File: src/rtl/flash_boot_rec_ctrl.sv
// Boot-page record engine for the shared CFI flash: reads the stored page or
// rewrites it (clear status, unlock, erase, program, poll) and always leaves the part in read-array mode.
module flash_boot_rec_ctrl #(
  parameter logic [24:0] REC_ADDR = 25'h1FE0000,
  parameter int unsigned WAIT_CYC = 6,
  parameter logic [23:0] POLL_MAX = 24'hFFFFFF
) (
  input  logic        clkin_50,
  input  logic        sys_reset,
  input  logic        rd_req,
  input  logic        wr_req,
  input  logic [1:0]  wr_page,
  output logic [1:0]  page_out,
  output logic        rd_done,
  output logic        wr_done,
  output logic        busy,
  output logic        err,
  output logic [24:0] fc_fsm_a,
  output logic [15:0] fc_fsm_d_out,
  output logic        fc_fsm_d_oe,
  input  logic [15:0] fc_fsm_d_in,
  output logic        fc_flash_cen,
  output logic        fc_flash_oen,
  output logic        fc_flash_wen,
  output logic        fc_flash_advn
);

  localparam logic [3:0]  WAIT_LAST    = 4'(WAIT_CYC - 1);
  localparam logic [15:0] STAT_ERR_MSK = 16'h003A;

  typedef enum logic [2:0] {
    ST_IDLE, ST_SETUP, ST_STROBE, ST_RECOVER, ST_DONE
  } state_t;

  typedef enum logic [3:0] {
    CMD_CLR, CMD_UNLK1, CMD_UNLK2, CMD_ERS1, CMD_ERS2, CMD_PSTAT,
    CMD_PREAD, CMD_PGM1, CMD_PGM2, CMD_RDARR, CMD_RDREC
  } step_t;

  state_t      state_q, state_d;
  step_t       step_q, step_d;
  logic        op_rd_q, op_rd_d;
  logic        poll_pgm_q, poll_pgm_d;
  logic [3:0]  wait_q, wait_d;
  logic [23:0] poll_cnt_q, poll_cnt_d;
  logic [1:0]  page_q, page_d;
  logic [15:0] rd_data_q, rd_data_d;
  logic        err_d;
  logic [1:0]  page_out_d;
  logic        last_strobe, in_bus_d, is_wr_d;
  logic        cen_d, oen_d, wen_d, d_oe_d, rd_done_d, wr_done_d, busy_d;
  logic [15:0] d_out_d;
  logic [24:0] addr_d;

  function automatic logic [15:0] cmd_word(input step_t s, input logic [1:0] pg);
    case (s)
      CMD_CLR:   cmd_word = 16'h0050;
      CMD_UNLK1: cmd_word = 16'h0060;
      CMD_UNLK2: cmd_word = 16'h00D0;
      CMD_ERS1:  cmd_word = 16'h0020;
      CMD_ERS2:  cmd_word = 16'h00D0;
      CMD_PSTAT: cmd_word = 16'h0070;
      CMD_PGM1:  cmd_word = 16'h0040;
      CMD_PGM2:  cmd_word = {14'h3FFF, pg};
      CMD_RDARR: cmd_word = 16'h00FF;
      default:   cmd_word = 16'h0000;
    endcase
  endfunction

  always_ff @(posedge clkin_50) begin
    if (sys_reset) begin
      state_q       <= ST_IDLE;
      step_q        <= CMD_CLR;
      op_rd_q       <= 1'b0;
      poll_pgm_q    <= 1'b0;
      wait_q        <= 4'd0;
      poll_cnt_q    <= 24'd0;
      page_q        <= 2'b00;
      rd_data_q     <= 16'h0000;
      err           <= 1'b0;
      page_out      <= 2'b00;
      rd_done       <= 1'b0;
      wr_done       <= 1'b0;
      busy          <= 1'b0;
      fc_fsm_a      <= 25'd0;
      fc_fsm_d_out  <= 16'h0000;
      fc_fsm_d_oe   <= 1'b0;
      fc_flash_cen  <= 1'b1;
      fc_flash_oen  <= 1'b1;
      fc_flash_wen  <= 1'b1;
      fc_flash_advn <= 1'b1;
    end else begin
      state_q       <= state_d;
      step_q        <= step_d;
      op_rd_q       <= op_rd_d;
      poll_pgm_q    <= poll_pgm_d;
      wait_q        <= wait_d;
      poll_cnt_q    <= poll_cnt_d;
      page_q        <= page_d;
      rd_data_q     <= rd_data_d;
      err           <= err_d;
      page_out      <= page_out_d;
      rd_done       <= rd_done_d;
      wr_done       <= wr_done_d;
      busy          <= busy_d;
      fc_fsm_a      <= addr_d;
      fc_fsm_d_out  <= d_out_d;
      fc_fsm_d_oe   <= d_oe_d;
      fc_flash_cen  <= cen_d;
      fc_flash_oen  <= oen_d;
      fc_flash_wen  <= wen_d;
      fc_flash_advn <= advn_d();
    end
  end

  function automatic logic advn_d();
    advn_d = cen_d;
  endfunction

  // Sequencer: every command is one SETUP/STROBE/RECOVER bus cycle; the step
  // after each RECOVER decides what comes next, including poll exits.
  always_comb begin
    state_d     = state_q;
    step_d      = step_q;
    op_rd_d     = op_rd_q;
    poll_pgm_d  = poll_pgm_q;
    wait_d      = wait_q;
    poll_cnt_d  = poll_cnt_q;
    page_d      = page_q;
    rd_data_d   = rd_data_q;
    err_d       = err;
    page_out_d  = page_out;
    last_strobe = (state_q == ST_STROBE) && (wait_q == WAIT_LAST);

    if (last_strobe) begin
      rd_data_d = fc_fsm_d_in;
      if (step_q == CMD_RDREC)
        page_out_d = (fc_fsm_d_in[1:0] == 2'b11) ? 2'b00 : fc_fsm_d_in[1:0];
    end

    case (state_q)
      ST_IDLE: begin
        if (rd_req) begin
          op_rd_d = 1'b1;
          step_d  = CMD_RDARR;
          err_d   = 1'b0;
          state_d = ST_SETUP;
        end else if (wr_req) begin
          op_rd_d = 1'b0;
          step_d  = CMD_CLR;
          page_d  = (wr_page == 2'b11) ? 2'b00 : wr_page;
          err_d   = 1'b0;
          state_d = ST_SETUP;
        end
      end
      ST_SETUP: begin
        wait_d  = 4'd0;
        state_d = ST_STROBE;
      end
      ST_STROBE: begin
        if (last_strobe) state_d = ST_RECOVER;
        else             wait_d  = wait_q + 4'd1;
      end
      ST_RECOVER: begin
        state_d = ST_SETUP;
        case (step_q)
          CMD_CLR:   step_d = CMD_UNLK1;
          CMD_UNLK1: step_d = CMD_UNLK2;
          CMD_UNLK2: step_d = CMD_ERS1;
          CMD_ERS1:  step_d = CMD_ERS2;
          CMD_ERS2: begin
            step_d     = CMD_PSTAT;
            poll_pgm_d = 1'b0;
          end
          CMD_PSTAT: begin
            step_d     = CMD_PREAD;
            poll_cnt_d = 24'd0;
          end
          CMD_PREAD: begin
            // Any error bit or an exhausted poll budget abandons the rest of the rewrite.
            if (rd_data_q[7]) begin
              if ((rd_data_q & STAT_ERR_MSK) != 16'h0000) begin
                err_d  = 1'b1;
                step_d = CMD_RDARR;
              end else begin
                step_d = poll_pgm_q ? CMD_RDARR : CMD_PGM1;
              end
            end else if (poll_cnt_q == POLL_MAX - 24'd1) begin
              err_d  = 1'b1;
              step_d = CMD_RDARR;
            end else begin
              poll_cnt_d = poll_cnt_q + 24'd1;
            end
          end
          CMD_PGM1: step_d = CMD_PGM2;
          CMD_PGM2: begin
            step_d     = CMD_PSTAT;
            poll_pgm_d = 1'b1;
          end
          CMD_RDARR: begin
            if (op_rd_q) step_d  = CMD_RDREC;
            else         state_d = ST_DONE;
          end
          default: state_d = ST_DONE;
        endcase
      end
      ST_DONE: state_d = ST_IDLE;
      default: state_d = ST_IDLE;
    endcase
  end

  // Bus outputs are registered from the next state so the strobes leave flops cleanly.
  always_comb begin
    in_bus_d  = (state_d == ST_SETUP) || (state_d == ST_STROBE) || (state_d == ST_RECOVER);
    is_wr_d   = (step_d != CMD_PREAD) && (step_d != CMD_RDREC);
    cen_d     = (state_d != ST_STROBE);
    oen_d     = !((state_d == ST_STROBE) && !is_wr_d);
    wen_d     = !((state_d == ST_STROBE) && is_wr_d);
    d_oe_d    = in_bus_d && is_wr_d;
    d_out_d   = d_oe_d ? cmd_word(step_d, page_d) : 16'h0000;
    addr_d    = (state_d != ST_IDLE) ? REC_ADDR : fc_fsm_a;
    rd_done_d = (state_d == ST_DONE) && op_rd_d;
    wr_done_d = (state_d == ST_DONE) && !op_rd_d;
    busy_d    = (state_d != ST_IDLE);
  end

endmodule
File: config.mk
export PLATFORM = sky130hd
export DESIGN_NAME = flash_boot_rec_ctrl
export DESIGN_NICKNAME = d
export VERILOG_FILES = /design/src/rtl/flash_boot_rec_ctrl.sv
export SDC_FILE = /design/constraint.sdc
export NUM_CORES = 1
export LEC_CHECK = 0
export BUFFER_PORTS_ARGS = -buffer_cell sky130_fd_sc_hd__buf_2
export CAP_MARGIN = 20
export CORE_UTILIZATION = 58
export DETAILED_ROUTE_END_ITERATION = 7
export GPL_TIMING_DRIVEN = 0
export MAX_ROUTING_LAYER = met4
export PLACE_DENSITY = 0.82
export SYNTH_ARGS = -nofsm -noshare
export SYNTH_HDL_FRONTEND = slang
export SYNTH_SLANG_ARGS = --single-unit
File: constraint.sdc
create_clock -name clkin_50 -period 6.9 [get_ports clkin_50]
set_input_delay 0.69 -clock clkin_50 [delete_from_list [all_inputs] [get_ports clkin_50]]
set_output_delay 0.69 -clock clkin_50 [all_outputs]
set_load 0.05 [all_outputs]
==> results of run 1 <==
## worst max-delay path, delay by kind of cell (launching register included)
kind	cells	cell delay, ns
compound gates	2	0.40
fa+ha+maj	1	0.17
buf+inv	1	0.28
flops	1	0.40
simple gates	4	1.26
## flip-flops by register name, summed over array words and instances, names as in the netlist
signal         count
fc_flash_wen       1
rd_done            1
page_q             2
busy               1
err                1
step_q             4
wait_q             4
poll_pgm_q         1
fc_flash_advn      1
rd_data_q          5
op_rd_q            1
poll_cnt_q        24
fc_fsm_a           1
wr_done            1
state_q            3
fc_fsm_d_oe        1
page_out           2
fc_fsm_d_out       8
fc_flash_oen       1
## worst max path at each step
stage	endpoint	cells after the start
after floorplan	fc_fsm_d_out[4]$_SDFF_PP0_	7
after global placement	fc_fsm_d_out[4]$_SDFF_PP0_	8
after detailed placement	fc_fsm_d_out[4]$_SDFF_PP0_	8
after CTS	fc_fsm_d_out[1]$_SDFF_PP0_	8
after global routing	page_out[0]$_SDFFE_PP0P_	6
final	fc_fsm_d_out[1]$_SDFF_PP0_	8
## per-layer routing
metal | vias to the layer above | GRT usage | share of wire
met5 | - | - | 0
met4 | 0 | 0.1075 | 0.023
met3 | 17 | 0.05529 | 0.038
met2 | 63 | 0.4239 | 0.51
met1 | 1292 | 0.2670 | 0.43
li1 | 1399 | - | -
## power by group through the flow
stage                     Clock, mW  Combinational, mW  Sequential, mW
after floorplan                   0              0.233           0.465
after global placement            0              0.343           0.408
after detailed placement          0              0.349           0.410
after CTS                     0.321              0.352           0.402
after global routing          0.337              0.374           0.405
final                         0.316              0.353           0.402
## cell families (layout without fill, tap and decap cells)
logic type,Yosys count,in the layout,synth area share
other cells,1,17,0.001136
flops,63,63,0.3820
buf+inv,58,119,0.1095
simple gates,161,161,0.2645
xor+xnor,24,24,0.06366
fa+ha+maj,4,4,0.01516
compound gates,59,59,0.1398
mux,8,8,0.02425
## placed cells by master, fill, tap and decap left out, types with 5 or more instances in the layout
cell and count:
sky130_fd_sc_hd__nor2b_1 10, sky130_fd_sc_hd__nand3_1 19, sky130_fd_sc_hd__mux2i_1 8, sky130_fd_sc_hd__conb_1 17, sky130_fd_sc_hd__nand4_1 9, sky130_fd_sc_hd__xor2_1 16, sky130_fd_sc_hd__or3_1 5, sky130_fd_sc_hd__nor2_1 52
sky130_fd_sc_hd__o21ai_0 6, sky130_fd_sc_hd__clkbuf_1 10, sky130_fd_sc_hd__buf_4 33, sky130_fd_sc_hd__buf_2 49, sky130_fd_sc_hd__clkbuf_8 9, sky130_fd_sc_hd__inv_1 9, sky130_fd_sc_hd__a21oi_1 15, sky130_fd_sc_hd__xnor2_1 8
sky130_fd_sc_hd__nand2_1 24, sky130_fd_sc_hd__dfxtp_1 63, sky130_fd_sc_hd__nor3_1 10
## area by class of cell
cell class / instances / area [um^2]
timing repair buffer: 45 / 225.2
fill: 470 / 1632
clock buffer: 9 / 123.9
buffer: 49 / 327.8
multi-input combinational: 273 / 1739
clock inverter: 7 / 73.82
inverter: 9 / 33.78
tap: 72 / 90.09
sequential: 63 / 1261
==> flow_summary.rst, run 1 <==
.. list-table::
   :header-rows: 1

   * - Metric
     - Value
   * - Count of flip-flops with a built-in enable after synthesis
     - 0
   * - Classification of the worst setup path
     - reg -> reg
   * - Clk_lat worst skew
     - 0.35 ns
   * - Clock-pin slew on the worst setup and hold paths
     - 0.07 ns
   * - Mean instance size in the synthesized netlist
     - 8.735 um^2
   * - Cell at the root of the clock tree
     - sky130_fd_sc_hd__clkbuf_8
   * - Effective utilization at floorplan
     - 0.5996
   * - Weighted congestion at the end of routability-driven global placement
     - 0.9120
   * - Die Width
     - 77.45 um
   * - Post-CTS setup buffers
     - 0
   * - Status
     - finished clean
   * - RSZ-0062 raised after global routing
     - false
   * - CTS buffer count
     - 9
   * - Fraction of power consumed by the clock network
     - 0.295
   * - Mapped Cells
     - 378
   * - Sequential fraction of the synthesis area
     - 0.3820
   * - Combinational share of power
     - 0.330
   * - Final Setup Violations
     - 0
   * - Maximum number of pins on one net before global-route repair
     - 13
   * - Worst Hold Launch
     - page_out[0]$_SDFFE_PP0P_
   * - Sum of negative setup slack
     - 0 ns
   * - Number of placed cells counting well taps
     - 511
   * - Slew at the pin with the worst max-slew slack
     - 0.9476 ns
   * - Post-Synthesis Cell Area
     - 0.003302 mm^2
   * - Power per Cell Area
     - 276.6 mW/mm^2
   * - Most numerous cell in the Yosys netlist
     - sky130_fd_sc_hd__dfxtp_1
   * - Synth unique cells
     - 61
   * - Power spent charging and discharging nets
     - 413.8 uW
   * - Detailed-route via count
     - 2,771
   * - Count of port buffers added during placement
     - 45
   * - Worst R2R End
     - fc_fsm_d_out[1]$_SDFF_PP0_
   * - Proportion of layout cells with a drive suffix above 1
     - 0.2747
   * - Total Power Consumption
     - 1.072 mW
   * - Initial antenna violation count
     - 0
   * - Highest cell delay on the worst timing path
     - 0.84 ns
   * - CTS-repair resized insts
     - 0
   * - Site row count
     - 27
   * - Path class of the lowest-slack min-delay path
     - reg -> reg
   * - Worst clock skew on the final layout
     - 0.01004 ns
   * - Req. time, crit path
     - 7.16 ns
   * - Commonest cells in the synthesized netlist
     - 63 x sky130_fd_sc_hd__dfxtp_1, 52 x sky130_fd_sc_hd__nor2_1, 33 x sky130_fd_sc_hd__buf_4
   * - Area added between synthesis and finish
     - 17.36%
   * - Internal portion of total power
     - 657.8 uW
   * - Number of buffers inserted for hold repair after clock tree synthesis
     - 0
   * - Most area-consuming cells after synthesis
     - sky130_fd_sc_hd__dfxtp_1 38%, sky130_fd_sc_hd__buf_4 7.5%, sky130_fd_sc_hd__nor2_1 5.9%
   * - DRT Pass-1 Iters
     - 5
   * - Worst r2r path cells
     - 8
   * - Final critical-path share of the clock period
     - 0.3789
   * - CP startpoint kind
     - flip-flop
   * - Worst slack at placement
     - 4.137 ns
   * - Post-route insts no fill
     - 527
   * - Vias in the first global route
     - 2,548
   * - Worst reg2reg setup slack
     - 4.29 ns
   * - Net count, final
     - 476
   * - Yosys reg bits
     - 63
   * - Post-detail-place hpwl
     - 4797 um
   * - Number of I/O pins
     - 74
   * - H-tree depth reported by CTS
     - 3
   * - Bufs on Longest Clock Path
     - 2
   * - Critical path startpoint
     - wait_q[0]$_SDFFE_PP0P_
   * - Routed wire length per instance
     - 12.71 um
   * - Overall fraction of global-route tracks in use
     - 0.2445
   * - Iteration-0 DRC count of the detailed router
     - 168
   * - DIE AREA
     - 0.005999 mm^2
   * - Post-route cell area
     - 0.003875 mm^2
   * - Crit path max fanout
     - 10
   * - Element type at the critical path end
     - flip-flop
   * - Static power due to leakage
     - 1.621 nW
   * - DP Area
     - 0.003677 mm^2
   * - List of cells traversed by the critical path
     - ha_1 -> nand3b_1 -> nor4b_2 -> a211oi_1 -> nor2_1 -> nor2_1 -> clkbuf_1 -> a211oi_2
   * - Worst setup slack after layout
     - 4.286 ns
   * - Global-route wire length before repair
     - 11,280 um
   * - Worst vdd rail ir drop
     - 0.0002509 V
   * - Share of flip-flops with an asynchronous set or reset after synthesis
     - 0
   * - Main synth FF type
     - sky130_fd_sc_hd__dfxtp_1
   * - Final core utilization
     - 0.7037
   * - Slew HR
     - 0.3666
   * - Number of stages on the worst hold path
     - 2
   * - Final-report max-slew violation count
     - 0
   * - Hold endpoint
     - page_out[0]$_SDFFE_PP0P_
   * - Core area
     - 0.005507 mm^2
   * - Hold WS
     - 0.4565 ns
   * - Post-route DRC
     - 0
   * - Part of the total power dissipated in sequential elements
     - 0.375
   * - WL final
     - 6696 um
   * - Via density
     - 5.258
   * - TritonCTS clock tree
     - built
   * - Number of hold-slack violations in the final timing report
     - 0
   * - Antenna diode count
     - 0
   * - Share of total power consumed by net switching
     - 0.3862
   * - Y dimension of the die
     - 77.45 um
   * - Antenna Violating Nets Remaining
     - 0
   * - Cell repeated most along the worst path
     - sky130_fd_sc_hd__nor2_1
   * - Area share of the leading cell type in the synthesized netlist
     - 0.3820
   * - Global route overflow
     - 0
   * - Synthesis Warnings
     - 0
   * - Synth area leader
     - sky130_fd_sc_hd__dfxtp_1
   * - Clock Sinks
     - 63
   * - Final critical-path required period
     - 2.614 ns
   * - Max-cap violations
     - 0
   * - Fmax achieved
     - 382.5 MHz
   * - Arrival time at the worst endpoint
     - 2.87 ns
   * - Worst r2r src
     - wait_q[0]$_SDFFE_PP0P_
   * - CP max-delay cell
     - sky130_fd_sc_hd__nor4b_2
No activity file was read; power rests on OpenSTA's default activity.
==> run 2: changes to the inputs <==
--- a/config.mk
+++ b/config.mk
@@ -7,11 +7,11 @@
 export LEC_CHECK = 0
 export BUFFER_PORTS_ARGS = -buffer_cell sky130_fd_sc_hd__buf_2
 export CAP_MARGIN = 20
-export CORE_UTILIZATION = 58
+export CORE_UTILIZATION = 54
 export DETAILED_ROUTE_END_ITERATION = 7
 export GPL_TIMING_DRIVEN = 0
 export MAX_ROUTING_LAYER = met4
-export PLACE_DENSITY = 0.82
+export PLACE_DENSITY = 0.77
 export SYNTH_ARGS = -nofsm -noshare
 export SYNTH_HDL_FRONTEND = slang
 export SYNTH_SLANG_ARGS = --single-unit
==> constraint.sdc (replaced) <==
create_clock -name clkin_50 -period 2.6 [get_ports clkin_50]
set_input_delay 0.26 -clock clkin_50 [delete_from_list [all_inputs] [get_ports clkin_50]]
set_output_delay 0.26 -clock clkin_50 [all_outputs]
set_load 0.05 [all_outputs]
==> run 2 against run 1 <==
  * First-iteration DRC count shrank 43%
  * Utilization decreased by 4.5 points
  * Maximum frequency grew 7.2%
  * Via count fell by 1.1%
==> flow_summary.rst, run 2 (synthesis results as in run 1) <==
.. list-table::
   :header-rows: 1

   * - Metric
     - Value
   * - Arrival time at the worst endpoint
     - 2.70 ns (-0.17 ns)
   * - Flip-flop count of the largest register, all copies and words added
     - 24 (unchanged)
   * - WL final
     - 6516 um (-2.7%)
   * - Sum of buffers and inverters on the critical path
     - 2 (+1)
   * - Overall fraction of global-route tracks in use
     - 0.2275 (-0.01699)
   * - Antenna diode count
     - 0 (unchanged)
   * - Net count, final
     - 476 (unchanged)
   * - Combinational share of power
     - 0.329 (about the same)
   * - Effective utilization at floorplan
     - 0.5577 (-0.04194)
   * - Part of the total power dissipated in sequential elements
     - 0.375 (about the same)
   * - Classification of the worst setup path
     - reg -> reg
   * - Initial antenna violation count
     - 0 (unchanged)
   * - Final critical-path share of the clock period
     - 0.9375 (+0.5587)
   * - Count of port buffers added during placement
     - 45 (unchanged)
   * - Req. time, crit path
     - 2.86 ns (-4.30 ns)
   * - Clk_lat worst skew
     - 0.34 ns (about the same)
   * - Share of total power consumed by net switching
     - 0.3682 (-0.01793)
   * - Element type at the critical path end
     - flip-flop
   * - Status
     - finished clean
   * - Internal portion of total power
     - 1.793 mW (+170%)
   * - Clock-pin slew on the worst setup and hold paths
     - 0.07 ns (about the same)
   * - Clock Sinks
     - 63 (unchanged)
   * - Routed wire length per instance
     - 12.32 um (-3.1%)
   * - Detailed-route via count
     - 2,741 (-1.1%)
   * - Post-route DRC
     - 0 (unchanged)
   * - Fmax achieved
     - 410.2 MHz (+7.2%)
   * - Y dimension of the die
     - 80.20 um (+3.5%)
   * - Cell repeated most along the worst path
     - sky130_fd_sc_hd__a21oi_4
   * - Vias in the first global route
     - 2,505 (-1.7%)
   * - Global route overflow
     - 0 (unchanged)
   * - Site row count
     - 28 (+3.7%)
   * - Via density
     - 5.181 (-1.5%)
   * - Area of combinational cells with multiple inputs
     - 0.001757 mm^2 (+1.0%)
   * - Final-report max-slew violation count
     - 0 (unchanged)
   * - Worst vdd rail ir drop
     - 0.0007782 V (+210%)
   * - CP max-delay cell
     - sky130_fd_sc_hd__nor4_2
   * - DP Area
     - 0.003681 mm^2 (+0.10%)
   * - Number of I/O pins
     - 74 (unchanged)
   * - Leading cell types in the layout, fill and taps excluded
     - 63 x sky130_fd_sc_hd__dfxtp_1, 52 x sky130_fd_sc_hd__nor2_1, 49 x sky130_fd_sc_hd__buf_2, 33 x sky130_fd_sc_hd__buf_4, 24 x sky130_fd_sc_hd__nand2_1
   * - CTS buffer count
     - 9 (unchanged)
   * - Final core utilization
     - 0.6583 (-0.04542)
   * - List of cells traversed by the critical path
     - inv_1 -> ha_1 -> nand3_1 -> nor4_2 -> a21oi_2 -> a21oi_4 -> a21oi_4 -> or3_1 -> buf_6 -> a211oi_2
   * - Hold WS
     - 0.1559 ns (-0.3006 ns)
   * - Proportion of layout cells with a drive suffix above 1
     - 0.2775 (+0.002808)
   * - Max-cap violations
     - 0 (unchanged)
   * - Path class of the lowest-slack min-delay path
     - in -> reg
   * - Final Setup Violations
     - 0 (unchanged)
   * - Power per Cell Area
     - 728.2 mW/mm^2 (+160%)
   * - Power spent charging and discharging nets
     - 1.045 mW (+150%)
   * - DIE AREA
     - 0.006431 mm^2 (+7.2%)
   * - TritonCTS clock tree
     - built
   * - Number of buffers inserted for hold repair after clock tree synthesis
     - 0 (unchanged)
   * - Cell at the root of the clock tree
     - sky130_fd_sc_hd__clkbuf_8
   * - Area added between synthesis and finish
     - 18.04%
   * - Fraction of power consumed by the clock network
     - 0.296 (about the same)
   * - Number of fill cells in the layout
     - 531 (+13%)
   * - Number of hold-slack violations in the final timing report
     - 0 (unchanged)
   * - Sequential cell area
     - 0.001261 mm^2 (unchanged)
   * - Slew HR
     - 0.4973 (+0.1307)
   * - RSZ-0062 raised after global routing
     - false
   * - Most flop-heavy register
     - poll_cnt_q
   * - Crit path max fanout
     - 8 (-2)
   * - Final critical-path required period
     - 2.438 ns (-0.1765 ns)
   * - Global-route wire length before repair
     - 10,920 um (-3.2%)
   * - Biggest regs
     - poll_cnt_q x24, fc_fsm_d_out x8, rd_data_q x5
   * - Maximum number of pins on one net before global-route repair
     - 11 (-2)
   * - Weighted congestion at the end of routability-driven global placement
     - 0.9058 (-0.68%)
   * - DRT Pass-1 Iters
     - 4 (-1)
   * - Static power due to leakage
     - 1.624 nW (+0.21%)
   * - Bufs on Longest Clock Path
     - 2 (unchanged)
   * - H-tree depth reported by CTS
     - 3 (unchanged)
   * - Worst clock skew on the final layout
     - 0.006549 ns (-0.003487 ns)
   * - Iteration-0 DRC count of the detailed router
     - 95 (-43%)
   * - Sum of negative setup slack
     - 0 ns (unchanged)
   * - Worst path top cell family by delay
     - simple AND/OR/NAND/NOR gates
   * - CP startpoint kind
     - flip-flop
   * - Most frequent standard cell in the layout excluding fill and tap cells
     - sky130_fd_sc_hd__dfxtp_1
   * - Die Width
     - 80.20 um (+3.5%)
   * - Antenna Violating Nets Remaining
     - 0 (unchanged)
   * - Highest cell delay on the worst timing path
     - 0.43 ns (-0.41 ns)
   * - Slew at the pin with the worst max-slew slack
     - 0.7490 ns (-0.1986 ns)
   * - Post-detail-place hpwl
     - 4727 um (-1.5%)
   * - Post-route cell area
     - 0.003897 mm^2 (+0.58%)
   * - Core area
     - 0.005921 mm^2 (+7.5%)
## run 2: area by class of cell
class | instances | area share
multi-input cells | 273 | 0.4507
plain buffers | 49 | 0.08443
inverters | 9 | 0.008668
clock buffers | 12 | 0.03981
repair buffers | 45 | 0.05778
well taps | 75 | 0.02408
flip-flops and latches | 63 | 0.3236
clock inverters | 3 | 0.01091
## run 2: power groups by stage
stage	Sequential [mW]	Combinational, mW	Clock, mW
after floorplan	1.23	0.617	0
after global placement	1.08	0.914	0
after detailed placement	1.08	0.921	0
after CTS	1.06	0.928	0.862
after global routing	1.07	0.993	0.910
final	1.06	0.933	0.841
## run 2: final timing paths
kind	startpoint	end	slack, ns	cells past startpoint
min	fc_fsm_d_in[5]	rd_data_q[5]$_SDFFE_PP0P_	0.16	3
max reg2reg	poll_cnt_q[0]$_SDFFE_PP0P_	fc_fsm_d_out[0]$_SDFF_PP0_	0.16	10
min reg2reg	page_out[0]$_SDFFE_PP0P_	page_out[0]$_SDFFE_PP0P_	0.46	2
max	poll_cnt_q[0]$_SDFFE_PP0P_	fc_fsm_d_out[0]$_SDFF_PP0_	0.16	10
## run 2: repair_timing
action | CTS | global route
hold endpoints to repair | 0 | 0
resized for setup | 0 | 5
setup endpoints to repair | 0 | 21
buffers inserted | 0 | 0
## run 2: tightest hold or removal path, stage by stage
cell and delay, ns:
sky130_fd_sc_hd__buf_2 0.07, sky130_fd_sc_hd__mux2i_1 0.05, sky130_fd_sc_hd__nor2_1 0.07
## run 2: per-layer routing
metal  global-route usage  routed length [um]  vias up
met2               0.3880                3234       74
met4              0.08214                  85        0
met5                    -                   0        -
met3              0.07159                 335        9
li1                     -                   -     1403
met1               0.2491                2861     1255
## run 2: metrics by stage
stage,worst slack [ns],power [mW],cells
after floorplan,0.3826,1.851,394
after global placement,0.06207,1.995,514
after detailed placement,0.02238,2.006,514
after CTS,0.001613,2.854,529
after global routing,0.0003841,2.975,529
final,0.1624,2.838,529
